**src/rtl/cs_pkg.sv**
```systemverilog
// Shared definitions for the CS (9-tap approximate-average) computational system.
//   WIN     : window length of the CS datapath
//   X_W/Y_W : sample and result widths
//   state_e : run-controller sequencing states
package cs_pkg;

  localparam int unsigned WIN = 9;
  localparam int unsigned X_W = 8;
  localparam int unsigned Y_W = 10;

  typedef enum logic [1:0] {
    IDLE  = 2'd0,
    CLR   = 2'd1,
    FEED  = 2'd2,
    DRAIN = 2'd3
  } state_e;

endpackage

```
**src/rtl/cs_run_ctrl_if.sv**
```systemverilog
// Bus bundle between the CS run controller and its surroundings.
//   start/busy/done          : run request and status
//   rd_en/rd_addr/rd_data    : sample memory read port (1-cycle latency)
//   cs_reset/cs_x/cs_y       : CS datapath clear, sample in, window average out
//   res_we/res_addr/res_data : result memory write port
// master : the run controller; slave : the system top (memories, CS, requester).
interface cs_run_ctrl_if import cs_pkg::*; #(
  parameter int unsigned ADDR_W = 6
);

  logic              start;
  logic              busy;
  logic              done;
  logic              rd_en;
  logic [ADDR_W-1:0] rd_addr;
  logic [X_W-1:0]    rd_data;
  logic              cs_reset;
  logic [X_W-1:0]    cs_x;
  logic [Y_W-1:0]    cs_y;
  logic              res_we;
  logic [ADDR_W-1:0] res_addr;
  logic [Y_W-1:0]    res_data;

  modport master (
    input  start, rd_data, cs_y,
    output busy, done, rd_en, rd_addr, cs_reset, cs_x, res_we, res_addr, res_data
  );

  modport slave (
    output start, rd_data, cs_y,
    input  busy, done, rd_en, rd_addr, cs_reset, cs_x, res_we, res_addr, res_data
  );

endinterface

```
**src/rtl/cs_run_ctrl.sv**
```systemverilog
// Run sequencer for the CS datapath. On start it clears the CS window, streams
// N_SAMPLES samples from the sample memory into CS.X (one per cycle) and writes
// every full-window result CS.Y to the result memory.
// Ports:
//   clk   : clock, all logic on posedge
//   reset : synchronous active-high reset
//   bus   : cs_run_ctrl_if master modport (start/busy/done, sample read port,
//           CS clear/X/Y, result write port)
module cs_run_ctrl import cs_pkg::*; #(
  parameter int unsigned N_SAMPLES = 64,
  parameter int unsigned ADDR_W    = 6
) (
  input  logic          clk,
  input  logic          reset,
  cs_run_ctrl_if.master bus
);

  localparam int unsigned CW = ADDR_W + 1;
  localparam logic [CW-1:0] NCnt  = CW'(N_SAMPLES);
  localparam logic [CW-1:0] NLast = CW'(N_SAMPLES - 1);
  localparam logic [CW-1:0] WinTh = CW'(WIN - 1);

  state_e        state_q, state_d;
  logic [CW-1:0] idx_q, idx_d;
  logic [CW-1:0] wr_idx_q, wr_idx_d;
  logic          wr_vld_q, wr_vld_d;
  logic [CW-1:0] idx_nxt;
  logic          in_clr, in_feed, rd_more;

  assign idx_nxt = idx_q + CW'(1);
  assign in_clr  = (state_q == CLR);
  assign in_feed = (state_q == FEED);
  // Another read is due while the next sample index is still inside the run.
  assign rd_more = in_feed && (idx_nxt < NCnt);

  always_comb begin
    state_d  = state_q;
    idx_d    = idx_q;
    wr_idx_d = idx_q;
    wr_vld_d = 1'b0;
    unique case (state_q)
      IDLE: begin
        if (bus.start) state_d = CLR;
      end
      CLR: begin
        idx_d   = '0;
        state_d = FEED;
      end
      FEED: begin
        // Sample idx_q enters CS this cycle; its window is complete from index WIN-1 on.
        wr_vld_d = (idx_q >= WinTh);
        if (idx_q < NCnt) idx_d = idx_nxt;
        if (idx_q == NLast) state_d = DRAIN;
      end
      DRAIN: begin
        state_d = IDLE;
      end
      default: begin
        state_d = IDLE;
      end
    endcase
  end

  always_ff @(posedge clk) begin
    if (reset) begin
      state_q  <= IDLE;
      idx_q    <= '0;
      wr_idx_q <= '0;
      wr_vld_q <= 1'b0;
    end else begin
      state_q  <= state_d;
      idx_q    <= idx_d;
      wr_idx_q <= wr_idx_d;
      wr_vld_q <= wr_vld_d;
    end
  end

  // Outputs are forced to their idle values while reset is held so an abort is
  // visible in the same cycle, not one edge later.
  always_comb begin
    bus.busy     = !reset && (state_q != IDLE);
    bus.done     = !reset && (state_q == DRAIN);
    bus.rd_en    = !reset && (in_clr || rd_more);
    bus.rd_addr  = '0;
    if (!reset && rd_more) bus.rd_addr = ADDR_W'(idx_nxt);
    bus.cs_reset = reset || in_clr;
    bus.cs_x     = (!reset && in_feed) ? bus.rd_data : '0;
    bus.res_we   = !reset && wr_vld_q;
    bus.res_addr = '0;
    if (!reset && wr_vld_q) bus.res_addr = ADDR_W'(wr_idx_q - WinTh);
    bus.res_data = bus.cs_y;
  end

endmodule
```
**src/flat_wrapper.sv**
```systemverilog
// flat-port wrapper written by rule: the top's interface ports become plain ports
module cs_run_ctrl_flat import cs_pkg::*;
#(
  parameter int unsigned N_SAMPLES = 64,
  parameter int unsigned ADDR_W    = 6
)
  (clk, reset, bus_start, bus_rd_data, bus_cs_y, bus_busy, bus_done, bus_rd_en, bus_rd_addr, bus_cs_reset, bus_cs_x, bus_res_we, bus_res_addr, bus_res_data);
  cs_run_ctrl_if #(.ADDR_W(ADDR_W)) bus_i ();
  input  logic clk;
  input  logic reset;
  input wire logic [$bits(bus_i.start)-1:0] bus_start;
  input wire logic [$bits(bus_i.rd_data)-1:0] bus_rd_data;
  input wire logic [$bits(bus_i.cs_y)-1:0] bus_cs_y;
  output wire logic [$bits(bus_i.busy)-1:0] bus_busy;
  output wire logic [$bits(bus_i.done)-1:0] bus_done;
  output wire logic [$bits(bus_i.rd_en)-1:0] bus_rd_en;
  output wire logic [$bits(bus_i.rd_addr)-1:0] bus_rd_addr;
  output wire logic [$bits(bus_i.cs_reset)-1:0] bus_cs_reset;
  output wire logic [$bits(bus_i.cs_x)-1:0] bus_cs_x;
  output wire logic [$bits(bus_i.res_we)-1:0] bus_res_we;
  output wire logic [$bits(bus_i.res_addr)-1:0] bus_res_addr;
  output wire logic [$bits(bus_i.res_data)-1:0] bus_res_data;
  assign bus_i.start = bus_start;
  assign bus_i.rd_data = bus_rd_data;
  assign bus_i.cs_y = bus_cs_y;
  assign bus_busy = bus_i.busy;
  assign bus_done = bus_i.done;
  assign bus_rd_en = bus_i.rd_en;
  assign bus_rd_addr = bus_i.rd_addr;
  assign bus_cs_reset = bus_i.cs_reset;
  assign bus_cs_x = bus_i.cs_x;
  assign bus_res_we = bus_i.res_we;
  assign bus_res_addr = bus_i.res_addr;
  assign bus_res_data = bus_i.res_data;
  cs_run_ctrl #(.N_SAMPLES(N_SAMPLES), .ADDR_W(ADDR_W)) u_core (.clk(clk), .reset(reset), .bus(bus_i));
endmodule
```
**config.mk**
```make
export PLATFORM = sky130hd
export DESIGN_NAME = cs_run_ctrl_flat
export DESIGN_NICKNAME = d
export VERILOG_FILES = /design/src/rtl/cs_pkg.sv /design/src/rtl/cs_run_ctrl_if.sv /design/src/rtl/cs_run_ctrl.sv /design/src/flat_wrapper.sv
export SDC_FILE = /design/constraint.sdc
export NUM_CORES = 1
export LEC_CHECK = 0
export BUFFER_PORTS_ARGS = -buffer_cell sky130_fd_sc_hd__buf_2
export CELL_PAD_IN_SITES_DETAIL_PLACEMENT = 1
export CELL_PAD_IN_SITES_GLOBAL_PLACEMENT = 1
export CORE_ASPECT_RATIO = 1.75
export CORE_MARGIN = 4
export CORE_UTILIZATION = 32
export CTS_CLUSTER_DIAMETER = 120
export DETAILED_ROUTE_END_ITERATION = 8
export GPL_TIMING_DRIVEN = 1
export PLACE_DENSITY_LB_ADDON = 0.1
export SLEW_MARGIN = 20
export SYNTH_ARGS = -nofsm -noshare
export SYNTH_HDL_FRONTEND = slang
export SYNTH_SLANG_ARGS = --single-unit
```
**constraint.sdc**
```tcl
create_clock -name clk -period 3.2 [get_ports clk]
set_input_delay 0.32 -clock clk [delete_from_list [all_inputs] [get_ports clk]]
set_output_delay 0.32 -clock clk [all_outputs]
set_load 0.01 [all_outputs]
```
# ---- Word-level counts from Yosys, hierarchy flattened
# Index checks and enable logic that the tools add are counted.
dict set report word_totals {
  register_bits 16
  inputBits 21
  output_inout_bits 35
  wordCells 41
}
dict set report op_classes {
  n_addsub 2
  order_cmp 3
  eq_ne 7
  mux 8
  bitwise 1
  reduce_logical 16
}
# op n
set op_table {}
lappend op_table {{$lt 7x7->1 const B} 2}
lappend op_table {{$pmux 7 s2} 1}
lappend op_table {{$mux 6} 2}
lappend op_table {{$mux 8} 1}
lappend op_table {{$pmux 2 s4} 1}
lappend op_table {{$add 7x1->7 const B} 1}
lappend op_table {{$eq 7x6->1 const B} 1}
lappend op_table {{$ge 7x4->1 const B} 1}
lappend op_table {{$logic_and 1x1->1} 7}
lappend op_table {{$mux 7} 1}
lappend op_table {{$ne 2x2->1 const B} 3}
lappend op_table {{$sub 6x4->6 const B} 1}
lappend op_table {{$eq 2x2->1 const B} 2}
lappend op_table {{$mux 2} 2}
lappend op_table {{$reduce_and 2->1} 2}
lappend op_table {{$reduce_bool 2->1} 2}
lappend op_table {{$eq 2x1->1 const B} 1}
lappend op_table {{$logic_not 2->1} 1}
lappend op_table {{$logic_or 1x1->1} 2}
lappend op_table {{$reduce_or 2->1} 1}
lappend op_table {{$logic_not 1->1} 1}
lappend op_table {{$not 1->1} 1}

# ---- Depth between registers and ports, before layout
dict set report logic_depth {
  ltp_word 5
  depth_mapped 7
  mapped_depth_nobuf 6
}

# ---- Least setup slack after synthesis
# OpenSTA, ideal clock, no wires.
dict set report synth_timing {
  path_type {reg-to-output}
  start {register u_core.idx_q[0]}
  end {output port bus_rd_en}
  arrival_ns 1.434
  path_slack_ns 1.446
  stages_incl_launch_ff 6
  path_cell_list {dfxtp_1 -> ha_1 -> nand3_1 -> or3_1 -> nand3_2 -> o21ai_0}
}
dict set report synth_between {
  elab_chain_len 5
}
# item line
set synth_lines {}
lappend synth_lines {{from (decl)} cs_run_ctrl.sv:24} ;# logic [CW-1:0] idx_q, idx_d;
lappend synth_lines {{from (signal assigned)} cs_run_ctrl.sv:72} ;# idx_q <= idx_d;
lappend synth_lines {{$add 7x1->7} cs_run_ctrl.sv:30} ;# assign idx_nxt = idx_q + CW'(1);
lappend synth_lines {{$lt 7x7->1} cs_run_ctrl.sv:34} ;# assign rd_more = in_feed && (idx_nxt < NCnt);
lappend synth_lines {{$logic_and 1x1->1} cs_run_ctrl.sv:34}
lappend synth_lines {{$logic_or 1x1->1} cs_run_ctrl.sv:83} ;# bus.rd_en = !reset && (in_clr || rd_more);
lappend synth_lines {{$logic_and 1x1->1} cs_run_ctrl.sv:83}
lappend synth_lines {{to (decl)} flat_wrapper.sv:16} ;# output wire logic [$bits(bus_i.rd_en)-1:0] bus_rd_en;
# Every way passes these cells.

# ---- Worst setup path in the final report
dict set report layout_timing {
  start {register u_core.state_q[0]}
  end {output port bus_rd_addr[5]}
}
dict set report layout_between {
  elab_chain_len 4
}
# item line
set layout_lines {}
lappend layout_lines {{from (decl)} cs_run_ctrl.sv:23} ;# state_e state_q, state_d;
lappend layout_lines {{from (signal assigned)} cs_run_ctrl.sv:71} ;# state_q <= state_d;
lappend layout_lines {{$eq 2x2->1} cs_run_ctrl.sv:32} ;# assign in_feed = (state_q == FEED);
lappend layout_lines {{$logic_and 1x1->1} cs_run_ctrl.sv:34}
lappend layout_lines {{$logic_and 1x1->1} cs_run_ctrl.sv:85} ;# if (!reset && rd_more) bus.rd_addr = ADDR_W'(idx_nxt);
lappend layout_lines {{$mux 6} cs_run_ctrl.sv:85}
lappend layout_lines {{to (decl)} flat_wrapper.sv:17} ;# output wire logic [$bits(bus_i.rd_addr)-1:0] bus_rd_addr;
# Every way passes these cells.

==> impl_metrics.tcl <==
set metrics [dict create \
    run_status "complete, no violations" \
    design.portCount 56 \
    drt-total-wl_mm 2.81 \
    library_cells_used_by_synthesis 32 \
    yosys_register_bits 16 \
    finalWorstPathRequiredPeriod_ps 2420 \
    die_height_um 83.3 \
    drive_gt1_frac 0.274 \
    synth_warnings 0 \
    n_antenna_cell 0 \
    power.switching_fraction 0.365 \
    synth_top_cell_by_area "dfxtp_1" \
    final-instance-count-excl-fill 200 \
    timing.fmax_ghz 0.414 \
    final-max-slew-violation-count 0 \
    post_synth_instance_area_um2 1040 \
    groute.layer.met1.usage 0.152 \
    post-route-period-util 0.755 \
    final.setup.tns_ps 0 \
    detailedRoute.firstPassIterationCount 2 \
    dieWidth_um 51.0 \
    grt_antenna_before_repair 0 \
    multi_input_comb_area_um2 578 \
    min-delay-path-class "input pin to flip-flop" \
    final_hold_viol_count 0 \
    area_growth_syn_to_layout_pct 18.1 \
    placementRows 27 \
    p_clk_frac 0.269 \
    timing.setup.critical_path_class "flip-flop to primary output" \
    drt-wirelength-per-cell_um 14.1 \
    clock_pin_slew_reported_for_the_worst_setup_and_hold_paths_after_clock_tree_synthesis_ps 70 \
    grt_pass1_vias 1002 \
    ys_top_cells_by_area "dfxtp_1, ha_1, buf_4" \
    postCtsSetupBuffers 0 \
    maximum_number_of_pins_on_one_net_before_global_route_repair 23 \
    mostFrequentLayoutCell "buf_2" \
    synth.yosys.seq_area_share 0.309 \
    postSynthCellCount 133 \
    power_report.internal_total_uw 426 \
    tritoncts "yes" \
    cts_repair_resize_count 0 \
    clock_insertion_delay_worst_skew_ps 240 \
    yosysTopAreaCellShare 0.309 \
    cts.hold.buffers_added 0 \
    synth_edf_count 0 \
    htree_levels 1 \
    cp-start-kind "flip-flop" \
    route.detailed.vias_per_inst 4.77 \
    setup.worst_path.end_class "primary output" \
    globalRouteOverflowTotal 0 \
    drcViolationCount 0 \
    average_footprint_of_a_synthesized_cell_um2 7.79 \
    vdd.ir_drop.worst_v 0.000334 \
    grtUsageMet2 0.261 \
    p_per_area_nw_per_um2 548 \
    syn_nets 161 \
    leading_cell_types_in_the_layout_fill_and_taps_excluded "buf_2, nor2_1, dfxtp_1, inv_1, and2_1" \
    ys.flop_type "dfxtp_1" \
    total_switching_power_uw 245 \
    route.antenna.remaining_nets 0 \
    dp_hpwl_mm 2.21 \
    initial_core_util 0.330 \
    top_usage_layer "met2" \
    cellLeakagePower_nw 0.565 \
    skew_ps 1.50 \
    cts_root_buffer "clkbuf_8" \
    first_pass_grt_wire_length_mm 4.80 \
    setup_viol 0 \
    synth-async-reset-ratio 0 \
    place.gp.congestion 0.726 \
    clock-sinks 16 \
    arrival_ps 2100 \
    cts_buffers 3 \
    port_buffers 35 \
    num_vias 954 \
    placedCellCount 196 \
    layout.filler_cells 416 \
    cts.path.max_buffers 2 \
    grt_util_met3 0.0323 \
    p_comb_frac 0.381 \
    slew-limit-headroom 0.648 \
    grt_setup_unrepaired "no" \
    die_area_um2 4250 \
    power_frac_seq 0.350 \
    worst-endpoint-required_ps 2880 \
    area.sequential_um2 320 \
    violation_count_after_the_first_detailed_routing_iteration 8 \
    gr-usage-all-layers 0.143 \
    worst-slew-pin-transition_ps 522 \
    core_um2 3140 \
    critical_path_fanout_max 13 \
    final_net_count 186 \
    max_cap_viol_count 0 \
]
## critical path, stage by stage (launching register included)
cell     delay (ps)
dfxtp_1         340
inv_1            90
ha_1            420
nor2b_1         470
nand3_2         220
nor2_1          160
buf_2           150
## power by group through the flow
stage | combinational, mW | clock [mW] | sequential (mW)
final | 0.256 | 0.180 | 0.235
after CTS | 0.262 | 0.187 | 0.235
after global placement | 0.249 | 0 | 0.238
after global routing | 0.290 | 0.196 | 0.238
after detailed placement | 0.260 | 0 | 0.240
after floorplan | 0.192 | 0 | 0.235
## stage by stage
step / utilization / setup slack [ps] / power [mW] / instance area (um2) / hold slack, ps
finish: 0.389 / 785 / 0.671 / 1220 / 477
global route: 0.389 / 502 / 0.724 / 1220 / 500
CTS: 0.389 / 733 / 0.684 / 1220 / 483
detailed placement: 0.372 / 1020 / 0.500 / 1170 / 518
global placement: 0.372 / 1080 / 0.487 / 1170 / 503
floorplan: - / 1450 / 0.428 / 1040 / 476
## flip-flops by register name (all words and copies together) (netlist names)
name	flops
u_core.state_q	2
u_core.wr_idx_q	6
u_core.wr_vld_q	1
u_core.idx_q	7
## layer usage
layer  up-vias  wire length (um)
met2        22              1610
li1        469                 -
met4         0                40
met1       459              1040
met3         4               123
met5         -                 0
## cell type report
| class | instances | area share |
|---|---|---|
| multi-input cells | 91 | 0.472 |
| flip-flops and latches | 16 | 0.262 |
| repair buffers | 35 | 0.143 |
| clock buffers | 4 | 0.0450 |
| well taps | 43 | 0.0440 |
| inverters | 11 | 0.0337 |
## cells in the mapped netlist (2+ instances only)
cell / number
nor2b_1: 7
nand2b_1: 5
o21a_1: 2
or3_1: 4
and2_1: 11
nor2_1: 18
xor2_1: 3
buf_4: 10
o21ai_0: 6
xnor2_1: 2
clkbuf_1: 3
a31oi_1: 2
a21oi_1: 5
ha_1: 7
nand3_1: 3
inv_1: 11
dfxtp_1: 16
a22oi_1: 2
nor3_1: 3
## worst paths after layout
path | start | to | slack, ps | depth (start not counted)
min reg2reg | u_core.idx_q[1]$_SDFFE_PP0P_ | u_core.wr_idx_q[1]$_SDFF_PP0_ | 540 | 2
max | u_core.state_q[0]$_SDFFE_PP0P_ | bus_rd_addr[5] | 780 | 6
max reg2reg | u_core.state_q[0]$_SDFFE_PP0P_ | u_core.state_q[1]$_SDFFE_PP0P_ | 1450 | 5
min | reset | u_core.idx_q[6]$_SDFFE_PP0P_ | 480 | 2
## logic make-up after synthesis
| logic type | count (synthesis) | share of synthesized area |
|---|---|---|
| AO/OA/AOI/OAI | 21 | 0.128 |
| flip-flops | 16 | 0.309 |
| adder cells (fa/ha/maj) | 7 | 0.0845 |
| AND/OR/NAND/NOR | 58 | 0.303 |
| buffers and inverters | 26 | 0.133 |
| XOR/XNOR | 5 | 0.0423 |
No activity file was read; power rests on OpenSTA's default activity.
